===== src/rtl/time_counter.sv =====
// Time-of-day core: hours/minutes/seconds counted on 1 Hz strobes in RUN, adjusted field-by-field in SET.
// Binary fields are registered; BCD views are decoded combinationally from them.
module time_counter #(
  parameter int HOUR_MAX = 23,
  parameter int MIN_MAX  = 59,
  parameter int SEC_MAX  = 59
) (
  input  logic       clk,
  input  logic       rst_n,
  input  logic       sec_tick,
  input  logic       set_time_en,
  input  logic       set_hour_en,
  input  logic       set_minute_en,
  input  logic       set_second_en,
  input  logic       set_inc,
  input  logic       set_dec,
  output logic [4:0] hour,
  output logic [5:0] minute,
  output logic [5:0] second,
  output logic [7:0] hour_bcd,
  output logic [7:0] minute_bcd,
  output logic [7:0] second_bcd,
  output logic       day_tick,
  output logic       setting
);

  localparam logic [4:0] L_HOUR_MAX = 5'(HOUR_MAX);
  localparam logic [5:0] L_MIN_MAX  = 6'(MIN_MAX);
  localparam logic [5:0] L_SEC_MAX  = 6'(SEC_MAX);

  typedef enum logic {ST_RUN, ST_SET} state_t;

  state_t     r_state;
  logic [4:0] r_hour;
  logic [5:0] r_min;
  logic [5:0] r_sec;
  logic       r_day_tick;

  logic       w_hour_max, w_min_max, w_sec_max;
  logic [4:0] w_hour_up, w_hour_dn;
  logic [5:0] w_min_up, w_min_dn, w_sec_up, w_sec_dn;
  logic       w_adj, w_sel_hour, w_sel_min, w_sel_sec;

  function automatic logic [7:0] f_to_bcd(input logic [5:0] v);
    return {4'(v / 6'd10), 4'(v % 6'd10)};
  endfunction

  always_comb begin
    w_hour_max = (r_hour == L_HOUR_MAX);
    w_min_max  = (r_min == L_MIN_MAX);
    w_sec_max  = (r_sec == L_SEC_MAX);
    w_hour_up  = w_hour_max ? 5'd0 : r_hour + 5'd1;
    w_min_up   = w_min_max ? 6'd0 : r_min + 6'd1;
    w_sec_up   = w_sec_max ? 6'd0 : r_sec + 6'd1;
    w_hour_dn  = (r_hour == 5'd0) ? L_HOUR_MAX : r_hour - 5'd1;
    w_min_dn   = (r_min == 6'd0) ? L_MIN_MAX : r_min - 6'd1;
    w_sec_dn   = (r_sec == 6'd0) ? L_SEC_MAX : r_sec - 6'd1;
    // Simultaneous inc and dec cancel; hour beats minute beats second.
    w_adj      = set_inc ^ set_dec;
    w_sel_hour = set_hour_en;
    w_sel_min  = ~set_hour_en & set_minute_en;
    w_sel_sec  = ~set_hour_en & ~set_minute_en & set_second_en;
  end

  always_ff @(posedge clk or negedge rst_n) begin
    if (!rst_n) begin
      r_state    <= ST_RUN;
      r_hour     <= 5'd0;
      r_min      <= 6'd0;
      r_sec      <= 6'd0;
      r_day_tick <= 1'b0;
    end else begin
      r_day_tick <= 1'b0;
      case (r_state)
        ST_RUN: begin
          if (sec_tick) begin
            r_sec <= w_sec_up;
            if (w_sec_max) begin
              r_min <= w_min_up;
              if (w_min_max) begin
                r_hour <= w_hour_up;
                if (w_hour_max) r_day_tick <= 1'b1;
              end
            end
          end
          if (set_time_en) r_state <= ST_SET;
        end
        ST_SET: begin
          if (w_adj) begin
            if (w_sel_hour) r_hour <= set_inc ? w_hour_up : w_hour_dn;
            if (w_sel_min)  r_min  <= set_inc ? w_min_up  : w_min_dn;
            if (w_sel_sec)  r_sec  <= set_inc ? w_sec_up  : w_sec_dn;
          end
          if (!set_time_en) r_state <= ST_RUN;
        end
        default: r_state <= ST_RUN;
      endcase
    end
  end

  assign hour       = r_hour;
  assign minute     = r_min;
  assign second     = r_sec;
  assign day_tick   = r_day_tick;
  assign setting    = (r_state == ST_SET);
  assign hour_bcd   = f_to_bcd({1'b0, r_hour});
  assign minute_bcd = f_to_bcd(r_min);
  assign second_bcd = f_to_bcd(r_sec);

endmodule


===== config.mk =====
export PLATFORM = sky130hd
export DESIGN_NAME = time_counter
export DESIGN_NICKNAME = d
export VERILOG_FILES = /design/src/rtl/time_counter.sv
export SDC_FILE = /design/constraint.sdc
export NUM_CORES = 1
export LEC_CHECK = 0
export BUFFER_PORTS_ARGS = -buffer_cell sky130_fd_sc_hd__buf_4
export CAP_MARGIN = 25
export CORE_MARGIN = 3
export CORE_UTILIZATION = 40
export DETAILED_ROUTE_END_ITERATION = 16
export GPL_TIMING_DRIVEN = 0
export PLACE_DENSITY = 0.7
export SYNTH_ARGS = -nofsm -noshare
export SYNTH_HDL_FRONTEND = slang
export SYNTH_SLANG_ARGS = --single-unit

===== constraint.sdc =====
create_clock -name clk -period 2.3 [get_ports clk]
set_input_delay 0.23 -clock clk [delete_from_list [all_inputs] [get_ports clk]]
set_output_delay 0.23 -clock clk [all_outputs]
set_load 0.01 [all_outputs]

==> reports/results.txt, run 1 <==
Most Used Layer, Global Route -> met2
Crit Path Class -> reg -> out
Final setup fails -> 0
Filler cells -> 497
Grt total ovfl -> 0
Clock buffer depth -> 2
Via count -> 2309
Largest net degree at the start of global routing -> 20
Synthesized area -> 2130 sq um
Number of synthesized flops with an enable pin -> 0
Wire per inst -> 14.4 um
Area of the multi-input gates -> 1550 sq um
Final non-filler cell total -> 412
Met3 GRT Util -> 0.0261
CTS tree -> built
TritonCTS Buffers -> 3
GRT Util Overall -> 0.190
First-pass DRT Iterations -> 5
Critical path peak fanout -> 10
WL final -> 5940 um
Async SR Flop Fraction -> 1.00
Status -> complete, no violations
Clk_lat worst skew -> 0.26 ns
Diode count -> 0
# IOs -> 52
Worst Path Required -> 2.07 ns
Ys Warns -> 0
Die Width -> 78.9 um
Syn-to-layout area delta -> 33.5%
Chip height -> 78.9 um
Number of remaining DRC errors -> 0
First-pass GRT wire length -> 9890 um
# rows -> 25
CTS sink cnt -> 19
Maximum clock rate -> 458 MHz
H-tree depth -> 1
CORE AREA -> 4940 sq um
Final RePlAce weighted congestion -> 0.833
Synth Instances -> 279
Flip-flop and latch area -> 484 sq um
Leading area contributor after synthesis -> dfrtp_1
Critical path data arrival time -> 1.95 ns
Final clock skew -> 0.00119 ns
Synth top area cells -> dfrtp_1, ha_1, nand2_1
Final period utilization -> 0.950
Fin. Hold Viols -> 0
Layout cells sized above 1 -> 0.330
Dpl cells -> 396
Reg clk slew, reported paths -> 0.07 ns
GR Util met1 -> 0.267
FF+latch count, synth -> 19
Max Cap Viol -> 0
Tot Pwr -> 0.00419 W
Crit. End Element -> primary output
Worst VDD drop -> 0.000981 V
Synth cell types -> 61
Die ar. -> 6230 sq um
PwrDens -> 1470 nW/um^2
Dominant synthesized flop cell -> dfrtp_1
Min cycle time layout -> 2.18 ns
Final HPWL DP -> 4250 um
Avg Cell Area, Syn -> 7.62 sq um
Hold WC Path Type -> in -> reg
Vias per cell -> 5.60
Final ANT Viol Nets -> 0
Crit path launch type -> register
Grt met2 use -> 0.314
Leakage power -> 1.25 nW
Max-slew violations -> 0
Iter 0 DRT Violations -> 222
Root Buffer -> clkbuf_8
Register area share after synthesis -> 0.224
Final layout net count -> 370
Synth top area share -> 0.224
Vias in the first global route -> 2122
Slew headroom -> 0.533
Top post-synthesis cells by count -> nand2_1, nor2_1, dfrtp_1
Port-buffer cells -> 47
Slew of the pin with the lowest slew margin -> 0.701 ns
Initial Util -> 0.430
Initial antenna violation count -> 0
[state kept, by name (all words and copies together) (netlist names)]
name / flops
minute: 6
second: 6
hour: 5
day_tick: 1
setting: 1
[through the flow]
stage          worst slack (ns)  TNS [ns]  instance area, sq um  hold slack [ns]  utilization
2_1_floorplan             0.291         0                  2140          -0.0656            -
3_3_place_gp             0.0142         0                  2570            0.123        0.521
3_5_place_dp            -0.0248   -0.0248                  2570            0.127        0.521
4_1_cts                -0.00301  -0.00301                  2680           0.0705        0.541
5_1_grt                -0.00725  -0.00725                  2840           0.0734        0.574
6_report                  0.115         0                  2840           0.0724        0.574
[path summary, 6_finish.rpt]
check / end / cells past startpoint / startpoint / slack (ns)
min: setting / 1 / set_time_en / 0.07
max reg2reg: hour[2] / 7 / minute[0] / 0.28
max in group asynchronous: second[0] / 2 / rst_n / 1.68
min in group asynchronous: minute[4] / 2 / rst_n / 0.39
max: minute_bcd[3] / 8 / minute[2] / 0.12
min reg2reg: minute[0] / 2 / minute[0] / 0.62
[worst max-delay path: stages, from the launching register on]
cell       delay [ns]
dfrtp_2          0.45
buf_6            0.16
xor2_1           0.15
o32ai_2          0.22
a21oi_2          0.08
ha_2             0.21
o22ai_2          0.16
o2111ai_1        0.12
buf_4            0.16
[layout make-up]
| type | instances | share of cell area |
|---|---|---|
| Sequential cell | 19 | 0.171 |
| Inverter | 11 | 0.0150 |
| Tap cell | 67 | 0.0295 |
| Buffer | 23 | 0.0551 |
| Clock buffer | 4 | 0.0159 |
| Timing Repair Buffer | 61 | 0.167 |
| Multi-Input combinational cell | 227 | 0.547 |
[per-layer routing]
metal	vias to the layer above	routed length, um	part of all wire
met4	0	34	0.0057
met3	6	390	0.066
met1	1063	2720	0.46
li1	1141	-	-
met5	-	0	0
met2	99	2790	0.47
[placed cells by master, fill, tap and decap left out, drive strengths merged, types with 9 or more instances in the layout]
master / n
nor2: 24
inv: 10
o21ai: 25
clkbuf: 10
buf: 77
nand2: 24
a21oi: 15
a31oi: 9
nor2b: 9
ha: 15
dfrtp: 19
[report_power, final]
part	internal [W]	total [W]	switching, W
Sequential	0.000476	0.000658	0.000182
Combinational	0.00162	0.00329	0.00167
Clock	0.000123	0.000242	0.000119
[logic make-up (layout without fill, tap and decap cells)]
logic type	after synthesis	after routing	share of synthesized area
AOI/OAI and AO/OA	90	90	0.288
xor gates and xnor gates	10	10	0.0412
adders and majority gates	15	15	0.0883
buffers and inverters	36	99	0.0853
DFF	19	19	0.224
muxes	4	4	0.0194
other	1	4	0.00176
and+or+nand+nor	104	104	0.252
[repair_timing]
item,CTS,global route
hold buffers,1,0
endpoints found under the hold margin,19,0
buffers inserted,2,11
gates resized for setup,17,26
pin swaps,0,2
endpoints found under the setup margin,6,9
(Power assumes the default switching activity.)
==> run 2, diff against run 1 <==
--- a/config.mk
+++ b/config.mk
@@ -7,6 +7,7 @@
 export LEC_CHECK = 0
 export BUFFER_PORTS_ARGS = -buffer_cell sky130_fd_sc_hd__buf_4
 export CAP_MARGIN = 25
+export CORE_ASPECT_RATIO = 2
 export CORE_MARGIN = 3
 export CORE_UTILIZATION = 40
 export DETAILED_ROUTE_END_ITERATION = 16
==> run 2 against run 1 <==
Compared with the run above: via count is 3.1% higher; non-clock buffer count is 2 lower; register-to-register slack worse by 0.14 ns; largest power group unchanged; largest cell class unchanged; cell count is 2.7% lower; maximum frequency is 3.7% lower; highest routed layer unchanged; clock skew is 0.0014 ns higher; critical path type unchanged; first-iteration DRC count is 57% lower; clock-buffer cell count is 1 lower.
==> reports/results.txt, run 2 (synthesis gave the netlist of run 1 again) <==
Maximum clock rate -> 441 MHz (was 458 MHz)
Finished Core Util -> 0.550 (was 0.574)
Syn-to-layout area delta -> 32.8% (was 33.5%)
Wire per inst -> 15.9 um (was 14.4 um)
R2R Path End -> hour[3] (was hour[2])
Grt total ovfl -> 0 (unchanged)
Iter 0 DRT Violations -> 96 (was 222)
Commonest cells after routing, fill and taps aside -> buf_4, nor2_1, nand2_1 (was buf_4, nand2_1, nor2_1)
Via count -> 2380 (was 2309)
Root Buffer -> clkbuf_8 (unchanged)
Crit path launch type -> register (unchanged)
R2R setup slack -> 0.14 ns (was 0.28 ns)
Critical path data arrival time -> 2.04 ns (was 1.95 ns)
Min cycle time layout -> 2.27 ns (was 2.18 ns)
Leakage power -> 1.26 nW (was 1.25 nW)
Final clock skew -> 0.00259 ns (was 0.00119 ns)
Diode count -> 0 (unchanged)
Final HPWL DP -> 4760 um (was 4250 um)
Final period utilization -> 0.986 (was 0.950)
Fin. Hold Viols -> 0 (unchanged)
Port-buffer cells -> 47 (unchanged)
Unrepaired setup endpoints after global routing -> yes
CORE AREA -> 5140 sq um (was 4940 sq um)
Status -> complete, no violations (unchanged)
Worst Path Required -> 2.07 ns (about the same)
Final RePlAce weighted congestion -> 0.961 (was 0.833)
Final layout net count -> 368 (was 370)
Hold EP -> setting (unchanged)
Initial Util -> 0.414 (was 0.430)
Die Width -> 57.6 um (was 78.9 um)
Dpl cells -> 387 (was 396)
TritonCTS Buffers -> 3 (unchanged)
Reg clk slew, reported paths -> 0.08 ns (was 0.07 ns)
Filler cells -> 493 (was 497)
Commonest non-fill, non-tap cell in the layout -> buf_4 (unchanged)
Clk_lat worst skew -> 0.27 ns (was 0.26 ns)
First-pass DRT Iterations -> 4 (was 5)
PwrDens -> 1500 nW/um^2 (was 1470 nW/um^2)
Vias per cell -> 5.94 (was 5.60)
Final ANT Viol Nets -> 0 (unchanged)
Slew of the pin with the lowest slew margin -> 0.747 ns (was 0.701 ns)
Hold WC Path Type -> in -> reg (unchanged)
CTS sink cnt -> 19 (unchanged)
Largest net degree at the start of global routing -> 20 (unchanged)
Reg2reg start -> minute[0] (unchanged)
Chip height -> 109 um (was 78.9 um)
WL final -> 6380 um (was 5940 um)
Vias in the first global route -> 2271 (was 2122)
Layout cells sized above 1 -> 0.344 (was 0.330)
Final non-filler cell total -> 401 (was 412)
R2R cell count -> 7 (unchanged)
Max Cap Viol -> 0 (unchanged)
Die ar. -> 6280 sq um (was 6230 sq um)
Critical path peak fanout -> 10 (unchanged)
Clock buffer depth -> 2 (unchanged)
CTS tree -> built (unchanged)
Crit. End Element -> primary output (unchanged)
Initial antenna violation count -> 0 (unchanged)
Number of remaining DRC errors -> 0 (unchanged)
Worst VDD drop -> 0.00105 V (was 0.000981 V)
Crit Path Class -> reg -> out (unchanged)
GRT Util Overall -> 0.206 (was 0.190)
Hold Crit Depth -> 1 (unchanged)
Slew headroom -> 0.502 (was 0.533)
H-tree depth -> 1 (unchanged)
Final setup fails -> 0 (unchanged)
# IOs -> 52 (unchanged)
# rows -> 37 (was 25)
Hold Crit Start -> set_time_en (unchanged)
Max-slew violations -> 0 (unchanged)
First-pass GRT wire length -> 10300 um (was 9890 um)
[run 2: worst max path at each step]
stage | to | start | cells after the start | slack [ns]
final | minute_bcd[3] | minute[4] | 9 | 0.03
after floorplan | minute_bcd[2] | minute[0] | 7 | 0.29
after global routing | minute_bcd[3] | minute[4] | 9 | -0.12
after detailed placement | minute_bcd[3] | minute[4] | 9 | -0.02
after global placement | minute_bcd[3] | minute[2] | 9 | -0.03
after CTS | minute_bcd[3] | minute[4] | 9 | -0.06
[run 2: cell type report]
type,count,area [sq um],area share
multi-input combinational,227,1580,0.558
tap,58,72.6,0.0257
timing repair buffer,58,438,0.155
clock buffer,3,41.3,0.0146
inverter,11,42.5,0.0151
buffer,24,166,0.0589
sequential,19,483,0.171
clock inverter,1,5.00,0.00177
[run 2: routing by layer]
layer / vias up / routed length (um) / GRT usage
li1: 1136 / - / -
met1: 1125 / 2250 / 0.211
met2: 97 / 3570 / 0.392
met3: 22 / 349 / 0.0261
met4: 0 / 216 / 0.108
met5: - / 0 / 0
[run 2: report_power, final]
group	internal, W	switching, W	total, W
sequential	0.000475	0.000185	0.000660
clock	0.000121	0.000126	0.000247
combinational	0.00161	0.00171	0.00332
[run 2: metrics by stage]
stage / cell area (sq um) / hold slack, ns / setup TNS (ns) / setup WS [ns] / total power [W]
floorplan: 2140 / -0.0656 / 0 / 0.291 / 0.00248
global placement: 2560 / 0.122 / -0.0276 / -0.0276 / 0.00353
detailed placement: 2560 / 0.126 / -0.0215 / -0.0215 / 0.00358
CTS: 2690 / 0.0625 / -0.0860 / -0.0594 / 0.00396
global route: 2820 / 0.0618 / -0.152 / -0.116 / 0.00460
finish: 2820 / 0.0648 / 0 / 0.0318 / 0.00423
[run 2: worst max-delay path: stages (launching register included)]
cell and delay (ns):
dfrtp_1 0.40, buf_6 0.12, buf_6 0.13, xor2_1 0.16, o32ai_2 0.23, a21oi_2 0.08
ha_2 0.22, o22ai_2 0.16, o2111ai_2 0.11, buf_4 0.16
[run 2: what timing repair did]
item | CTS | global route
hold buffers | 1 | 0
setup buffers | 4 | 6
endpoints found under the hold margin | 19 | 0
resized for setup | 17 | 33
pin swaps | 2 | 7
endpoints found under the setup margin | 7 | 12
==> run 3, diff against run 2 <==
--- a/config.mk
+++ b/config.mk
@@ -11,7 +11,6 @@
 export CORE_MARGIN = 3
 export CORE_UTILIZATION = 40
 export DETAILED_ROUTE_END_ITERATION = 16
-export GPL_TIMING_DRIVEN = 0
 export PLACE_DENSITY = 0.7
 export SYNTH_ARGS = -nofsm -noshare
 export SYNTH_HDL_FRONTEND = slang
==> constraint.sdc (replaced) <==
create_clock -name clk -period 2.6 [get_ports clk]
set_input_delay 0.26 -clock clk [delete_from_list [all_inputs] [get_ports clk]]
set_output_delay 0.26 -clock clk [all_outputs]
set_load 0.01 [all_outputs]
==> run 3 against run 2 <==
Compared with the run above: combinational power is 29% lower; hold slack improved by 0.038 ns; first-iteration DRC count decreased by 57%; cell count is 6.2% lower; design area is 9.6% lower; register-to-register slack better by 0.31 ns; core utilization decreased by 5.3 points; sequential power grew 14%; clock power down 14%; via count decreased by 6.5%; worst setup slack improved by 0.086 ns; sequential share of layout area grew 1.6 points.
==> reports/results.txt, run 3 (synthesis gave the netlist of run 1 again) <==
P_sw -> 0.00163 W (was 0.00202 W)
Initial Util -> 0.414 (unchanged)
Dpl cell area -> 2490 sq um (was 2560 sq um)
Hold_ws -> 0.103 ns (was 0.0648 ns)
Hold Crit Depth -> 1 (unchanged)
Flip-flop and latch area -> 477 sq um (was 483 sq um)
Initial antenna violation count -> 0 (unchanged)
# IOs -> 52 (unchanged)
Chip height -> 109 um (unchanged)
Largest net degree at the start of global routing -> 24 (was 20)
Critical path peak fanout -> 11 (was 10)
R2R Path End -> minute[5] (was hour[3])
Leakage power -> 1.10 nW (was 1.26 nW)
Seq pwr share -> 0.227 (was 0.156)
Min cycle time layout -> 2.48 ns
Final Cell Area -> 2550 sq um (was 2820 sq um)
Commonest non-fill, non-tap cell in the layout -> buf_4 (unchanged)
Vias per cell -> 5.92 (was 5.94)
Final setup fails -> 0 (unchanged)
Slew of the pin with the lowest slew margin -> 0.844 ns (was 0.747 ns)
Final layout net count -> 343 (was 368)
Port-buffer cells -> 47 (unchanged)
Root Buffer -> clkbuf_8 (unchanged)
WL final -> 5670 um (was 6380 um)
Worst path max stage delay -> 0.52 ns (was 0.40 ns)
Max-slew violations -> 0 (unchanged)
Reg2reg start -> second[1] (was minute[0])
Final ANT Viol Nets -> 0 (unchanged)
Layout cells sized above 1 -> 0.223 (was 0.344)
Fin. Hold Viols -> 0 (unchanged)
Vias in the first global route -> 2051 (was 2271)
GRT Util Overall -> 0.182 (was 0.206)
Diode count -> 0 (unchanged)
Worst Path Required -> 2.34 ns (was 2.07 ns)
Int Power -> 0.00168 W (was 0.00221 W)
Final HPWL DP -> 4420 um (was 4760 um)
Via count -> 2226 (was 2380)
Commonest cells after routing, fill and taps aside -> buf_4, nand2_1, nor2_1 (was buf_4, nor2_1, nand2_1)
Syn-to-layout area delta -> 20.1% (was 32.8%)
Max Cap Viol -> 0 (unchanged)
Clock buffer depth -> 2 (unchanged)
Setup Total Neg Slack -> 0 ns (unchanged)
R2R cell count -> 6 (was 7)
WP buf/inv -> 1 (was 3)
First-pass GRT wire length -> 9260 um (was 10300 um)
# rows -> 37 (unchanged)
Number of remaining DRC errors -> 0 (unchanged)
Top cell family by delay on the critical path -> flip-flops (was compound AO/OA/AOI/OAI gates)
Hold Crit Start -> set_time_en (unchanged)
First-pass DRT Iterations -> 4 (unchanged)
PwrDens -> 1300 nW/um^2 (was 1500 nW/um^2)
Grt total ovfl -> 0 (unchanged)
TritonCTS Buffers -> 3 (unchanged)
Hold WC Path Type -> in -> reg (unchanged)
Maximum clock rate -> 403 MHz
R2R setup slack -> 0.45 ns (was 0.14 ns)
Clk_lat worst skew -> 0.26 ns (was 0.27 ns)
Status -> complete, no violations (unchanged)
Worst VDD drop -> 0.000880 V (was 0.00105 V)
Switching fraction of total power -> 0.491 (was 0.478)
Slew headroom -> 0.437 (was 0.502)
Crit. End Element -> primary output (unchanged)
H-tree depth -> 1 (unchanged)
Filler cells -> 518 (was 493)
CP max stage cell -> dfrtp_1 (unchanged)
Unrepaired setup endpoints after global routing -> no (was yes)
Crit path launch type -> register (unchanged)
Critical path data arrival time -> 2.22 ns (was 2.04 ns)
Crit Path Class -> reg -> out (unchanged)
Iter 0 DRT Violations -> 41 (was 96)
Wire per inst -> 15.1 um (was 15.9 um)
Logic pwr share -> 0.709 (was 0.786)
Final RePlAce weighted congestion -> 0.855 (was 0.961)
Final clock skew -> 0.00438 ns (was 0.00259 ns)
Final period utilization -> 0.955
Die Width -> 57.6 um (unchanged)
Reg clk slew, reported paths -> 0.08 ns (about the same)
Die ar. -> 6280 sq um (unchanged)
CTS sink cnt -> 19 (unchanged)
CORE AREA -> 5140 sq um (unchanged)
Clk network pwr share -> 0.064 (was 0.058)
Hold EP -> setting (unchanged)
CP cell instances -> nor2b_1 -> mux2_2 -> a21oi_1 -> ha_1 -> o22ai_1 -> o2111ai_1 -> buf_4 (was buf_6 -> buf_6 -> xor2_1 -> o32ai_2 -> a21oi_2 -> ha_2 -> o22ai_2 -> o2111ai_2 -> buf_4)
Area of the multi-input gates -> 1490 sq um (was 1580 sq um)
CTS tree -> built (unchanged)
==> run 3: cell types whose count changed in the layout (fill, tap and decap cells not counted), moves of 4 or more <==
cell,delta
buf_4,-11
buf_6,-4
buf_2,-5
dfrtp_1,+5
dfrtp_2,-5
==> run 3: final cells by class <==
class,count,area share
Multi-Input combinational cell,227,0.582
Sequential cell,19,0.187
Clock buffer,3,0.0162
Inverter,11,0.0162
Timing Repair Buffer,57,0.169
Tap cell,58,0.0284
Clock inverter,1,0.00196
==> run 3: how the worst max path moves through the flow <==
stage / startpoint / to / slack, ns / depth (start not counted)
floorplan: minute[0] / minute_bcd[2] / 0.56 / 7
global placement: minute[2] / minute_bcd[3] / 0.39 / 7
detailed placement: minute[2] / minute_bcd[3] / 0.37 / 7
CTS: minute[2] / minute_bcd[3] / 0.06 / 7
global route: second[0] / second_bcd[3] / 0.001 / 8
finish: minute[3] / minute_bcd[3] / 0.12 / 7
==> run 3: per-layer routing <==
layer / share of wire / routed length (um) / track usage / vias up
met4: 0.025 / 140 / 0.0896 / 0
li1: - / - / - / 1091
met3: 0.042 / 236 / 0.0225 / 14
met2: 0.57 / 3210 / 0.355 / 72
met5: 0 / 0 / 0 / -
met1: 0.37 / 2080 / 0.179 / 1049
==> run 3: per-stage QoR <==
step / setup slack [ns] / std cells / util / power (W)
after floorplan: 0.561 / 282 / - / 0.00219
after global placement: 0.389 / 371 / 0.485 / 0.00307
after detailed placement: 0.367 / 371 / 0.485 / 0.00310
after CTS: 0.0641 / 376 / 0.495 / 0.00332
after global routing: 0.00121 / 376 / 0.497 / 0.00362
final: 0.118 / 376 / 0.497 / 0.00331
==> run 3: what timing repair did <==
action                                 4_1_cts  5_1_grt
endpoints found under the hold margin       19        0
gates resized for setup                      0        2
hold buffers                                 1        0
setup endpoints to repair                    0        1
setup buffers                                0        0
==> run 3: power by group through the flow <==
stage	registers (W)	clock network, W	logic (W)
finish	0.000750	0.000212	0.00235
global placement	0.000745	0	0.00232
CTS	0.000742	0.000219	0.00236
global route	0.000791	0.000232	0.00259
detailed placement	0.000746	0	0.00235
floorplan	0.000610	0	0.00158
==> run 3: worst register-to-register path: stages (launching register included) <==
cell and delay (ns):
dfrtp_1 0.54, ha_1 0.27, nand2_1 0.11, or2_4 0.29
o32a_1 0.37, a311oi_1 0.38, a221oi_2 0.06
